## config.mk

```make
export PLATFORM = sky130hd
export DESIGN_NAME = rob
export DESIGN_NICKNAME = d
export VERILOG_FILES = /design/src/rtl/rob_pkg.sv /design/src/rtl/rob.sv
export SDC_FILE = /design/constraint.sdc
export NUM_CORES = 1
export LEC_CHECK = 0
export BUFFER_PORTS_ARGS = -buffer_cell sky130_fd_sc_hd__buf_4
export CELL_PAD_IN_SITES_DETAIL_PLACEMENT = 1
export CELL_PAD_IN_SITES_GLOBAL_PLACEMENT = 1
export CORE_ASPECT_RATIO = 2
export CORE_MARGIN = 2
export CORE_UTILIZATION = 46
export CTS_CLUSTER_SIZE = 10
export DETAILED_ROUTE_END_ITERATION = 7
export PLACE_DENSITY_LB_ADDON = 0.1
export SYNTH_ARGS = -nofsm -noshare
export SYNTH_HDL_FRONTEND = slang
export SYNTH_SLANG_ARGS = --single-unit
```

## constraint.sdc

```tcl
create_clock -name clk_in -period 4.1 [get_ports clk_in]
set_input_delay 0.615 -clock clk_in [delete_from_list [all_inputs] [get_ports clk_in]]
set_output_delay 0.615 -clock clk_in [all_outputs]
set_load 0.02 [all_outputs]
```

## src/rtl/rob_pkg.sv

```systemverilog
// Shared reorder-buffer definitions: entry-count width, instruction type encodings
// and the id type used for head/tail/search ports.
`ifndef ROB_WIDTH
`define ROB_WIDTH 3
`endif

package rob_pkg;

    localparam int ROB_W    = `ROB_WIDTH;
    localparam int ROB_SIZE = 1 << ROB_W;

    typedef enum logic [1:0] {
        ROB_REG = 2'd0,
        ROB_BR  = 2'd1,
        ROB_ST  = 2'd2
    } rob_type_e;

    typedef logic [ROB_W-1:0] rob_id_t;

    // ROB_SIZE is a power of two, so the pointer wraps by plain overflow.
    function automatic rob_id_t rob_next(input rob_id_t p);
        return p + 1'b1;
    endfunction

endpackage

```

## src/rtl/rob.sv

```systemverilog
// In-order reorder buffer: allocates entries at issue, collects writebacks out of
// order, retires one ready entry per cycle from the head and flushes on a mispredicted branch.
module rob
    import rob_pkg::*;
(
    input  logic                  clk_in,
    input  logic                  rst_in,
    input  logic                  rdy_in,

    input  logic                  issue_valid,
    input  logic [1:0]            issue_type,
    input  logic [4:0]            issue_rd,
    output logic [`ROB_WIDTH-1:0] issue_rob_id,
    output logic                  rob_full,

    input  logic                  wb_valid,
    input  logic [`ROB_WIDTH-1:0] wb_rob_id,
    input  logic [31:0]           wb_val,
    input  logic                  wb_mispredict,
    input  logic [31:0]           wb_target,

    output logic                  commit_ready,
    output logic [4:0]            commit_reg_id,
    output logic [31:0]           commit_val,
    output logic [`ROB_WIDTH-1:0] commit_rob_id,
    output logic                  commit_store,

    input  logic [`ROB_WIDTH-1:0] search_rob_id_1,
    output logic                  search_ready_1,
    output logic [31:0]           search_val_1,
    input  logic [`ROB_WIDTH-1:0] search_rob_id_2,
    output logic                  search_ready_2,
    output logic [31:0]           search_val_2,

    output logic                  clear,
    output logic [31:0]           clear_pc
);

    localparam logic [ROB_W:0] FULL_COUNT = (ROB_W+1)'(ROB_SIZE);

    logic        busy_q       [ROB_SIZE];
    logic        ready_q      [ROB_SIZE];
    logic        mispredict_q [ROB_SIZE];
    rob_type_e   type_q       [ROB_SIZE];
    logic [4:0]  rd_q         [ROB_SIZE];
    logic [31:0] val_q        [ROB_SIZE];
    logic [31:0] target_q     [ROB_SIZE];

    rob_id_t        head_q, tail_q;
    logic [ROB_W:0] count_q;
    logic           clear_q;
    logic [31:0]    clear_pc_q;

    logic issue_fire, commit_fire, flush_fire, wb_hit;

    // Issue is a one-way valid with rob_full as back-pressure: an issue is taken on the
    // clock edge only when issue_valid is high, rob_full is low, clear is low and rdy_in is high.
    assign rob_full     = (count_q == FULL_COUNT);
    assign issue_rob_id = tail_q;
    assign issue_fire   = rdy_in && issue_valid && !rob_full && !clear_q;
    assign commit_fire  = rdy_in && !clear_q && busy_q[head_q] && ready_q[head_q];
    assign flush_fire   = commit_fire && (type_q[head_q] == ROB_BR) && mispredict_q[head_q];
    assign wb_hit       = rdy_in && !clear_q && wb_valid && busy_q[wb_rob_id];

    assign commit_ready  = commit_fire;
    assign commit_rob_id = head_q;
    assign commit_val    = val_q[head_q];
    assign commit_reg_id = (commit_fire && type_q[head_q] == ROB_REG) ? rd_q[head_q] : 5'd0;
    assign commit_store  = commit_fire && (type_q[head_q] == ROB_ST);

    assign clear    = clear_q;
    assign clear_pc = clear_pc_q;

    always_ff @(posedge clk_in) begin
        if (rst_in) begin
            for (int i = 0; i < ROB_SIZE; i++) begin
                busy_q[i]       <= 1'b0;
                ready_q[i]      <= 1'b0;
                mispredict_q[i] <= 1'b0;
                type_q[i]       <= ROB_REG;
                rd_q[i]         <= 5'd0;
                val_q[i]        <= 32'd0;
                target_q[i]     <= 32'd0;
            end
            head_q     <= '0;
            tail_q     <= '0;
            count_q    <= '0;
            clear_q    <= 1'b0;
            clear_pc_q <= 32'd0;
        end else begin
            clear_q <= flush_fire;
            if (flush_fire) begin
                clear_pc_q <= target_q[head_q];
                for (int i = 0; i < ROB_SIZE; i++) begin
                    busy_q[i]       <= 1'b0;
                    ready_q[i]      <= 1'b0;
                    mispredict_q[i] <= 1'b0;
                end
                head_q  <= '0;
                tail_q  <= '0;
                count_q <= '0;
            end else begin
                if (wb_hit) begin
                    ready_q[wb_rob_id]      <= 1'b1;
                    val_q[wb_rob_id]        <= wb_val;
                    mispredict_q[wb_rob_id] <= wb_mispredict;
                    target_q[wb_rob_id]     <= wb_target;
                end
                // The retiring entry is released after the writeback update so it ends up idle.
                if (commit_fire) begin
                    busy_q[head_q]  <= 1'b0;
                    ready_q[head_q] <= 1'b0;
                    head_q          <= rob_next(head_q);
                end
                if (issue_fire) begin
                    busy_q[tail_q]       <= 1'b1;
                    ready_q[tail_q]      <= 1'b0;
                    mispredict_q[tail_q] <= 1'b0;
                    type_q[tail_q]       <= rob_type_e'(issue_type);
                    rd_q[tail_q]         <= issue_rd;
                    tail_q               <= rob_next(tail_q);
                end
                case ({issue_fire, commit_fire})
                    2'b10:   count_q <= count_q + 1'b1;
                    2'b01:   count_q <= count_q - 1'b1;
                    default: count_q <= count_q;
                endcase
            end
        end
    end

    // Operand lookup with same-cycle writeback forwarding; idle entries read as empty.
    function automatic logic [32:0] lookup(input rob_id_t id);
        logic [32:0] r;
        r = 33'd0;
        if (busy_q[id]) begin
            if (wb_valid && wb_rob_id == id)
                r = {1'b1, wb_val};
            else
                r = {ready_q[id], val_q[id]};
        end
        return r;
    endfunction

    assign {search_ready_1, search_val_1} = lookup(search_rob_id_1);
    assign {search_ready_2, search_val_2} = lookup(search_rob_id_2);

endmodule

```

==> impl_metrics.sql, run 1 <==
INSERT INTO impl_metrics (metric_group, metric, value, unit) VALUES
('synth', 'synth_seq_cells', '638', ''),
('sta', 'finalCritPeriodShare', '94.7', '%'),
('critical_path', 'timing_worst_setup_path_type', 'reg2out', ''),
('global_route', 'grt.overflow.total', '0', ''),
('min_path', 'min_path_type', 'in2reg', ''),
('sta', 'max_freq', '0.258', 'GHz'),
('final_layout', 'fill_cells', '6922', ''),
('floorplan', 'floorplan.die.height', '384', 'um'),
('critical_path', 'start_kind', 'register', ''),
('place', 'postPlaceCellArea', '36000', 'um^2'),
('drt', 'wl_per_cell', '31.1', 'um'),
('cts', 'post_cts_buffers', '0', ''),
('sta', 'slew_headroom', '19.4', '%'),
('sta', 'final-setup-viol-count', '0', ''),
('drt', 'detail-route-antenna-nets', '0', ''),
('floorplan', 'dieWidth', '194', 'um'),
('final_layout', 'stdcell_area', '38100', 'um^2'),
('synth', 'yosys_warnings', '0', ''),
('place', 'place_hpwl', '63.6', 'mm'),
('synth', 'synth_cell_count_leaders', '568 x sky130_fd_sc_hd__edfxtp_1, 448 x sky130_fd_sc_hd__and3_1, 282 x sky130_fd_sc_hd__mux4_2', ''),
('global_route', 'first_global_vias', '24500', ''),
('synth', 'yosysMostFrequentCell', 'sky130_fd_sc_hd__edfxtp_1', ''),
('drt', 'drt_first_iter_violations', '1568', ''),
('global_route', 'grt_start_max_net_pins', '226', ''),
('synth', 'post_synth_xor_area_fraction', '0.317', '%'),
('cts', 'clock-sinks', '638', ''),
('critical_path', 'r2r.worst_path.cells', '12', ''),
('cts', 'buffer_cell_driving_the_clock_tree_root', 'sky130_fd_sc_hd__clkbuf_16', ''),
('place', 'post-place-ws', '0.428', 'ns'),
('drt', 'vias_after_detailed_routing', '21900', ''),
('synth', 'syn_avg_cell_area', '14.6', 'um^2'),
('global_route', 'global_route_wire_length_before_repair', '157', 'mm'),
('synth', 'synth_enable_flop_cells', '568', ''),
('cts', 'cts.path.max_buffers', '3', ''),
('synth', 'ys_top_cells_by_area', 'sky130_fd_sc_hd__edfxtp_1 51%, sky130_fd_sc_hd__mux4_2 19%, sky130_fd_sc_hd__and3_1 8.5%', ''),
('cts', 'clk_pin_slew_worst_setup_hold_paths', '0.06', 'ns'),
('sta', 'grt_setup_unrepaired', 'no', ''),
('drt', 'remaining_drc_errors', '0', ''),
('final_layout', 'final_nets', '2501', ''),
('cts', 'worstSkewPairLatency', '0.64', 'ns'),
('synth', 'dominantRegCellSynth', 'sky130_fd_sc_hd__edfxtp_1', ''),
('global_route', 'gr-usage-all-layers', '28.4', '%'),
('sta', 'final-hold-violation-count', '0', ''),
('min_path', 'timing.hold.worst_path_depth', '3', ''),
('drt', 'via_per_instance_ratio', '6.48', ''),
('synth', 'synth_nets', '2361', ''),
('critical_path', 'critPathArrivalTime', '3.27', 'ns'),
('final_layout', 'n_antenna_cell', '0', ''),
('cts', 'tritoncts_clock_tree', 'done', ''),
('synth', 'synthCells', '2269', ''),
('pwr', 'power.leakage', '0.0151', 'uW'),
('pwr', 'power.ir.vdd_worst', '330', 'uV'),
('floorplan', 'rows', '139', ''),
('sta', 'post-route-worst-setup-slack', '0.217', 'ns'),
('sta', 'timing_worst_slew_pin_value', '1.21', 'ns'),
('cts', 'cts.htree.levels', '3', ''),
('synth', 'muxShareOfSynthArea', '23.8', '%'),
('synth', 'largest_family_of_logic_cells_by_synthesized_area', 'multiplexers', ''),
('place', 'place.port_buffers', '230', ''),
('sta', 'timing_max_transition_violations_final', '0', ''),
('drt', 'wl', '105', 'mm'),
('global_route', 'grt_antenna_before_repair', '2', ''),
('critical_path', 'required_time_reported_for_the_critical_path_endpoint', '3.48', 'ns'),
('drt', 'drt_pass1_iterations', '6', ''),
('run', 'cap_violations', '0', ''),
('sta', 'setup_skew', '0.0248', 'ns'),
('critical_path', 'worst_setup_path_end_kind', 'output port', ''),
('final_layout', 'area.growth.synth_to_final', '14.9', '%'),
('floorplan', 'initial_utilization', '46.4', '%'),
('synth', 'yosys.area.top_type', 'sky130_fd_sc_hd__edfxtp_1', ''),
('status', 'status', 'complete, no violations', '');
cell usage in the layout (no fill, tap or decap), types with 3 or more instances in the layout:
master and count:
sky130_fd_sc_hd__inv_1 7, sky130_fd_sc_hd__dfxtp_1 64, sky130_fd_sc_hd__or2_2 9, sky130_fd_sc_hd__clkbuf_16 75, sky130_fd_sc_hd__clkbuf_1 50, sky130_fd_sc_hd__o21ai_0 3, sky130_fd_sc_hd__edfxtp_1 568, sky130_fd_sc_hd__nor2b_1 5
sky130_fd_sc_hd__or4b_2 3, sky130_fd_sc_hd__ha_1 5, sky130_fd_sc_hd__or3_1 3, sky130_fd_sc_hd__a21o_1 7, sky130_fd_sc_hd__a221oi_1 3, sky130_fd_sc_hd__xnor2_1 8, sky130_fd_sc_hd__and3_1 448, sky130_fd_sc_hd__mux2_2 33
sky130_fd_sc_hd__xor2_1 4, sky130_fd_sc_hd__nor4_2 3, sky130_fd_sc_hd__buf_12 15, sky130_fd_sc_hd__buf_4 292, sky130_fd_sc_hd__a211oi_1 98, sky130_fd_sc_hd__nor2_1 118, sky130_fd_sc_hd__nand2_1 30, sky130_fd_sc_hd__nand3_1 9
sky130_fd_sc_hd__mux4_2 282, sky130_fd_sc_hd__and2_1 122, sky130_fd_sc_hd__nand4_1 3, sky130_fd_sc_hd__a21oi_1 16, sky130_fd_sc_hd__nand2b_1 5, sky130_fd_sc_hd__dfxtp_4 4, sky130_fd_sc_hd__nor3_2 3, sky130_fd_sc_hd__clkinv_8 4
sky130_fd_sc_hd__nor3_1 8, sky130_fd_sc_hd__mux2i_1 114, sky130_fd_sc_hd__nor4_1 9, sky130_fd_sc_hd__nand2_4 8
registers in the layout (all words and copies together), names as in the netlist, 3 cells and up, named ones only:
| register | cells |
|---|---|
| target_q | 256 |
| rd_q | 40 |
| mispredict_q | 8 |
| commit_rob_id | 3 |
| issue_rob_id | 3 |
| clear_pc | 32 |
| type_q | 16 |
| val_q | 256 |
| busy_q | 8 |
| ready_q | 8 |
| count_q | 4 |
cell type report:
cell class	count	area [um^2]	area share (%)
clock buffers	125	2060	5.42
flip-flops and latches	638	18500	48.5
inverters	7	26.3	0.0690
well taps	916	1150	3.01
multi-input cells	1382	13800	36.3
repair buffers	307	2490	6.54
clock inverters	5	73.8	0.194
worst paths after layout:
| kind | slack (ns) | startpoint | end |
|---|---|---|---|
| worst max-delay path | 0.22 | register | commit_reg_id[3] |
| worst min register to register | 0.50 | clear_pc[25] | clear_pc[25] |
| worst max register to register | 0.59 | register | count_q[3] |
| worst min-delay path | 0.30 | wb_mispredict | mispredict_q[6] |
worst max-delay path: stages (launching register included):
cell	delay (ns)
sky130_fd_sc_hd__dfxtp_4	0.37
sky130_fd_sc_hd__buf_4	0.29
sky130_fd_sc_hd__mux4_2	0.55
sky130_fd_sc_hd__o22a_1	0.32
sky130_fd_sc_hd__inv_1	0.22
sky130_fd_sc_hd__buf_4	0.24
sky130_fd_sc_hd__nand3_1	0.27
sky130_fd_sc_hd__nor2_1	0.21
sky130_fd_sc_hd__buf_4	0.17
power breakdown:
group,leakage (uW),switching [uW],internal [uW]
Combinational,0.00769,641,432
Clock,0.00102,2660,3420
Sequential,0.00643,103,7260
metal layers:
metal	GRT usage, %	part of all wire, %	wire (um)
met1	30.9	35	36600
met2	53.7	55	57800
met3	4.94	6.0	6280
met4	12.3	4.1	4270
met5	0	0.022	23
through the flow:
step | utilization (%) | std cells | hold slack (ns) | total power [uW]
after detailed placement | 50.3 | 3250 | 0.499 | 8580
final | 53.3 | 3380 | 0.303 | 14500
after global placement | 50.3 | 3250 | 0.481 | 8530
after floorplan | - | 2269 | 0.455 | 8080
after global routing | 53.3 | 3380 | 0.307 | 14900
after CTS | 53.3 | 3380 | 0.274 | 14600
kinds of logic after synthesis:
| logic type | after synthesis |
|---|---|
| XOR/XNOR | 12 |
| flip-flops | 638 |
| AO/OA/AOI/OAI | 140 |
| buffers and inverters | 249 |
| multiplexers | 431 |
| adder cells (fa/ha/maj) | 6 |
| AND/OR/NAND/NOR | 793 |
No activity file was read; power rests on OpenSTA's default activity.
==> inputs of run 2 (changes only) <==
--- a/config.mk
+++ b/config.mk
@@ -7,13 +7,14 @@
 export LEC_CHECK = 0
 export BUFFER_PORTS_ARGS = -buffer_cell sky130_fd_sc_hd__buf_4
 export CELL_PAD_IN_SITES_DETAIL_PLACEMENT = 1
-export CELL_PAD_IN_SITES_GLOBAL_PLACEMENT = 1
+export CELL_PAD_IN_SITES_GLOBAL_PLACEMENT = 2
 export CORE_ASPECT_RATIO = 2
 export CORE_MARGIN = 2
-export CORE_UTILIZATION = 46
+export CORE_UTILIZATION = 40
 export CTS_CLUSTER_SIZE = 10
 export DETAILED_ROUTE_END_ITERATION = 7
 export PLACE_DENSITY_LB_ADDON = 0.1
+export SLEW_MARGIN = 20
 export SYNTH_ARGS = -nofsm -noshare
 export SYNTH_HDL_FRONTEND = slang
 export SYNTH_SLANG_ARGS = --single-unit
==> run 2 against run 1 <==
  * Final area is 1.2% higher
  * Combinational power hardly changed
  * Count of clock-buffer cells in the layout stayed put
  * Final cell count is 4.3% higher
  * Non-clock buffer count is 2 higher
  * Die area is 15% higher
  * Fmax is 1.6% higher
  * Sequential cell count stayed put
  * Power is 0.70% higher
  * Sequential share of layout area is 0.56 points lower
  * Wire length is 5.4% higher
  * Register-to-register slack better by 0.09 ns
  * Critical endpoint is now commit_val[1]
==> impl_metrics.sql, run 2 (same netlist as run 1, synthesis figures left out) <==
INSERT INTO impl_metrics (metric_group, metric, value, unit) VALUES
('drt', 'detail-route-antenna-nets', '0', ''),
('global_route', 'grt_start_max_net_pins', '178', ''),
('final_layout', 'reg_top3', 'target_q: 256 flops, val_q: 256 flops, rd_q: 40 flops', ''),
('place', 'gp_congestion', '0.778', ''),
('drt', 'drt_pass1_iterations', '4', ''),
('sta', 'timing_worst_slew_pin_value', '1.07', 'ns'),
('final_layout', 'stdcell_area', '38500', 'um^2'),
('pwr', 'cell_internal_pwr', '11200', 'uW'),
('global_route', 'grt.overflow.total', '0', ''),
('final_layout', 'fill_cells', '8126', ''),
('place', 'place_hpwl', '65.6', 'mm'),
('critical_path', 'timing_worst_setup_path_type', 'reg2out', ''),
('floorplan', 'io_pins', '231', ''),
('critical_path', 'critical_path.most_common_cell', 'sky130_fd_sc_hd__buf_4', ''),
('sta', 'timing_max_transition_violations_final', '0', ''),
('cts', 'clk_pin_slew_worst_setup_hold_paths', '0.06', 'ns'),
('cts', 'buffer_cell_driving_the_clock_tree_root', 'sky130_fd_sc_hd__clkbuf_16', ''),
('final_layout', 'area.growth.synth_to_final', '16.3', '%'),
('status', 'status', 'complete, no violations', ''),
('cts', 'tritoncts_clock_tree', 'done', ''),
('pwr', 'p_sw_share', '23.5', '%'),
('critical_path', 'required_time_reported_for_the_critical_path_endpoint', '3.48', 'ns'),
('drt', 'vias_after_detailed_routing', '21700', ''),
('floorplan', 'initial_utilization', '40.3', '%'),
('run', 'cap_violations', '0', ''),
('pwr', 'power.leakage', '0.0152', 'uW'),
('critical_path', 'critical-path-max-stage-delay', '0.59', 'ns'),
('drt', 'wl', '111', 'mm'),
('critical_path', 'cp_max_stage_cell', 'sky130_fd_sc_hd__mux4_2', ''),
('drt', 'remaining_drc_errors', '0', ''),
('critical_path', 'critPathArrivalTime', '3.21', 'ns'),
('global_route', 'gr-usage-all-layers', '25.9', '%'),
('final_layout', 'layout.cells.most_common_list', '568 x sky130_fd_sc_hd__edfxtp_1, 448 x sky130_fd_sc_hd__and3_1, 282 x sky130_fd_sc_hd__mux4_2', ''),
('final_layout', 'final_nets', '2504', ''),
('sta', 'grt_setup_unrepaired', 'no', ''),
('critical_path', 'critical_path_peak_fanout', '29', ''),
('pwr', 'switching_power', '3440', 'uW'),
('place', 'place.port_buffers', '230', ''),
('sta', 'slew_headroom', '28.5', '%'),
('global_route', 'global_route_wire_length_before_repair', '162', 'mm'),
('critical_path', 'crit_family', 'buffers and inverters', ''),
('critical_path', 'worst_setup_path_end_kind', 'output port', ''),
('pwr', 'power_density', '379', 'nW/um^2'),
('floorplan', 'rows', '149', ''),
('cts', 'numCtsBuffers', '74', ''),
('critical_path', 'start_kind', 'register', ''),
('cts', 'worstSkewPairLatency', '0.64', 'ns'),
('sta', 'max_freq', '0.262', 'GHz'),
('sta', 'setup-tns-final', '0', 'ns'),
('drt', 'wl_per_cell', '31.4', 'um'),
('final_layout', 'post_route_cells_drive_above_1_share', '30.4', '%'),
('sta', 'final-setup-viol-count', '0', ''),
('sta', 'finalCritPeriodShare', '93.2', '%'),
('final_layout', 'layout_commonest_cell', 'sky130_fd_sc_hd__edfxtp_1', ''),
('pwr', 'combinationalPowerShare', '7.6', '%'),
('cts', 'post_cts_buffers', '0', ''),
('cts', 'cts.path.max_buffers', '3', ''),
('sta', 'final-hold-violation-count', '0', ''),
('floorplan', 'floorplan.die.height', '411', 'um'),
('cts', 'cts-hold-fix-buffers', '0', ''),
('critical_path', 'cp.buffers_inverters', '3', ''),
('pwr', 'power.ir.vdd_worst', '289', 'uV'),
('floorplan', 'placeableCoreArea', '82200', 'um^2'),
('floorplan', 'dieWidth', '208', 'um'),
('pwr', 'clkPwrFrac', '42.1', '%'),
('critical_path', 'cp_cell_sequence', 'buf_4 -> buf_6 -> mux4_2 -> mux2_2 -> buf_4', ''),
('pwr', 'p_seq_share', '50.3', '%'),
('drt', 'via_per_instance_ratio', '6.16', ''),
('sta', 'setup_skew', '0.0229', 'ns'),
('drt', 'drt_first_iter_violations', '1390', ''),
('cts', 'cts.htree.levels', '3', ''),
('global_route', 'first_global_vias', '24300', ''),
('cts', 'clock-sinks', '638', ''),
('place', 'postPlaceCellArea', '36400', 'um^2'),
('floorplan', 'design.die.area', '85300', 'um^2'),
('min_path', 'min_path_type', 'in2reg', ''),
('global_route', 'grt_antenna_before_repair', '7', ''),
('sta', 'period_needed', '3.82', 'ns');
## run 2: cell type report
class / instances / area [um^2] / share of cell area (%)
sequential: 638 / 18500 / 47.9
multi-input combinational: 1382 / 13800 / 35.9
timing repair buffer: 309 / 2720 / 7.07
clock buffer: 125 / 2090 / 5.41
tap: 1057 / 1320 / 3.43
clock inverter: 7 / 83.8 / 0.218
inverter: 7 / 26.3 / 0.0682
antenna: 1 / 2.50 / 0.00649
## run 2: tightest hold or removal path, cell delays in order
cell and delay (ns):
sky130_fd_sc_hd__buf_4 0.15, sky130_fd_sc_hd__nand3_1 0.07, sky130_fd_sc_hd__a21oi_1 0.05
## run 2: through the flow
stage | worst slack (ns) | instances | hold WS (ns) | utilization (%) | power, uW
3_3_place_gp | 0.696 | 3393 | 0.469 | 44.2 | 8570
3_5_place_dp | 0.673 | 3393 | 0.492 | 44.2 | 8620
4_1_cts | 0.191 | 3525 | 0.262 | 46.9 | 14800
5_1_grt | 0.128 | 3525 | 0.293 | 46.9 | 15000
6_report | 0.279 | 3526 | 0.303 | 46.9 | 14600
2_1_floorplan | 0.185 | 2269 | 0.455 | - | 8080
## run 2: power by group through the flow
| stage | Combinational [uW] | Sequential, uW | Clock [uW] |
|---|---|---|---|
| after detailed placement | 1120 | 7490 | 0 |
| final | 1100 | 7360 | 6150 |
| after global placement | 1110 | 7470 | 0 |
| after floorplan | 616 | 7460 | 0 |
| after CTS | 1120 | 7360 | 6310 |
| after global routing | 1170 | 7380 | 6490 |
## run 2: layer usage
layer / share of wire (%) / track usage, % / up-vias / wire, um
met3: 5.5 / 4.58 / 214 / 6070
met1: 36 / 28.6 / 11500 / 40200
met4: 3.1 / 9.16 / 10 / 3480
met2: 55 / 49.5 / 677 / 60800
met5: 0.066 / 0 / - / 73
li1: - / - / 9301 / -
## run 2: worst paths after layout
check	from	cells past startpoint	slack, ns	to
max reg2reg	register	7	0.68	ready_q[4]
min reg2reg	clear_pc[30]	2	0.51	clear_pc[30]
max	register	5	0.28	commit_val[1]
min	wb_mispredict	3	0.30	mispredict_q[3]
## run 2: repair_timing
action | 4_1_cts | 5_1_grt
hold endpoints to repair | 0 | 0
endpoints found under the setup margin | 1 | 0
gates resized for setup | 1 | 0
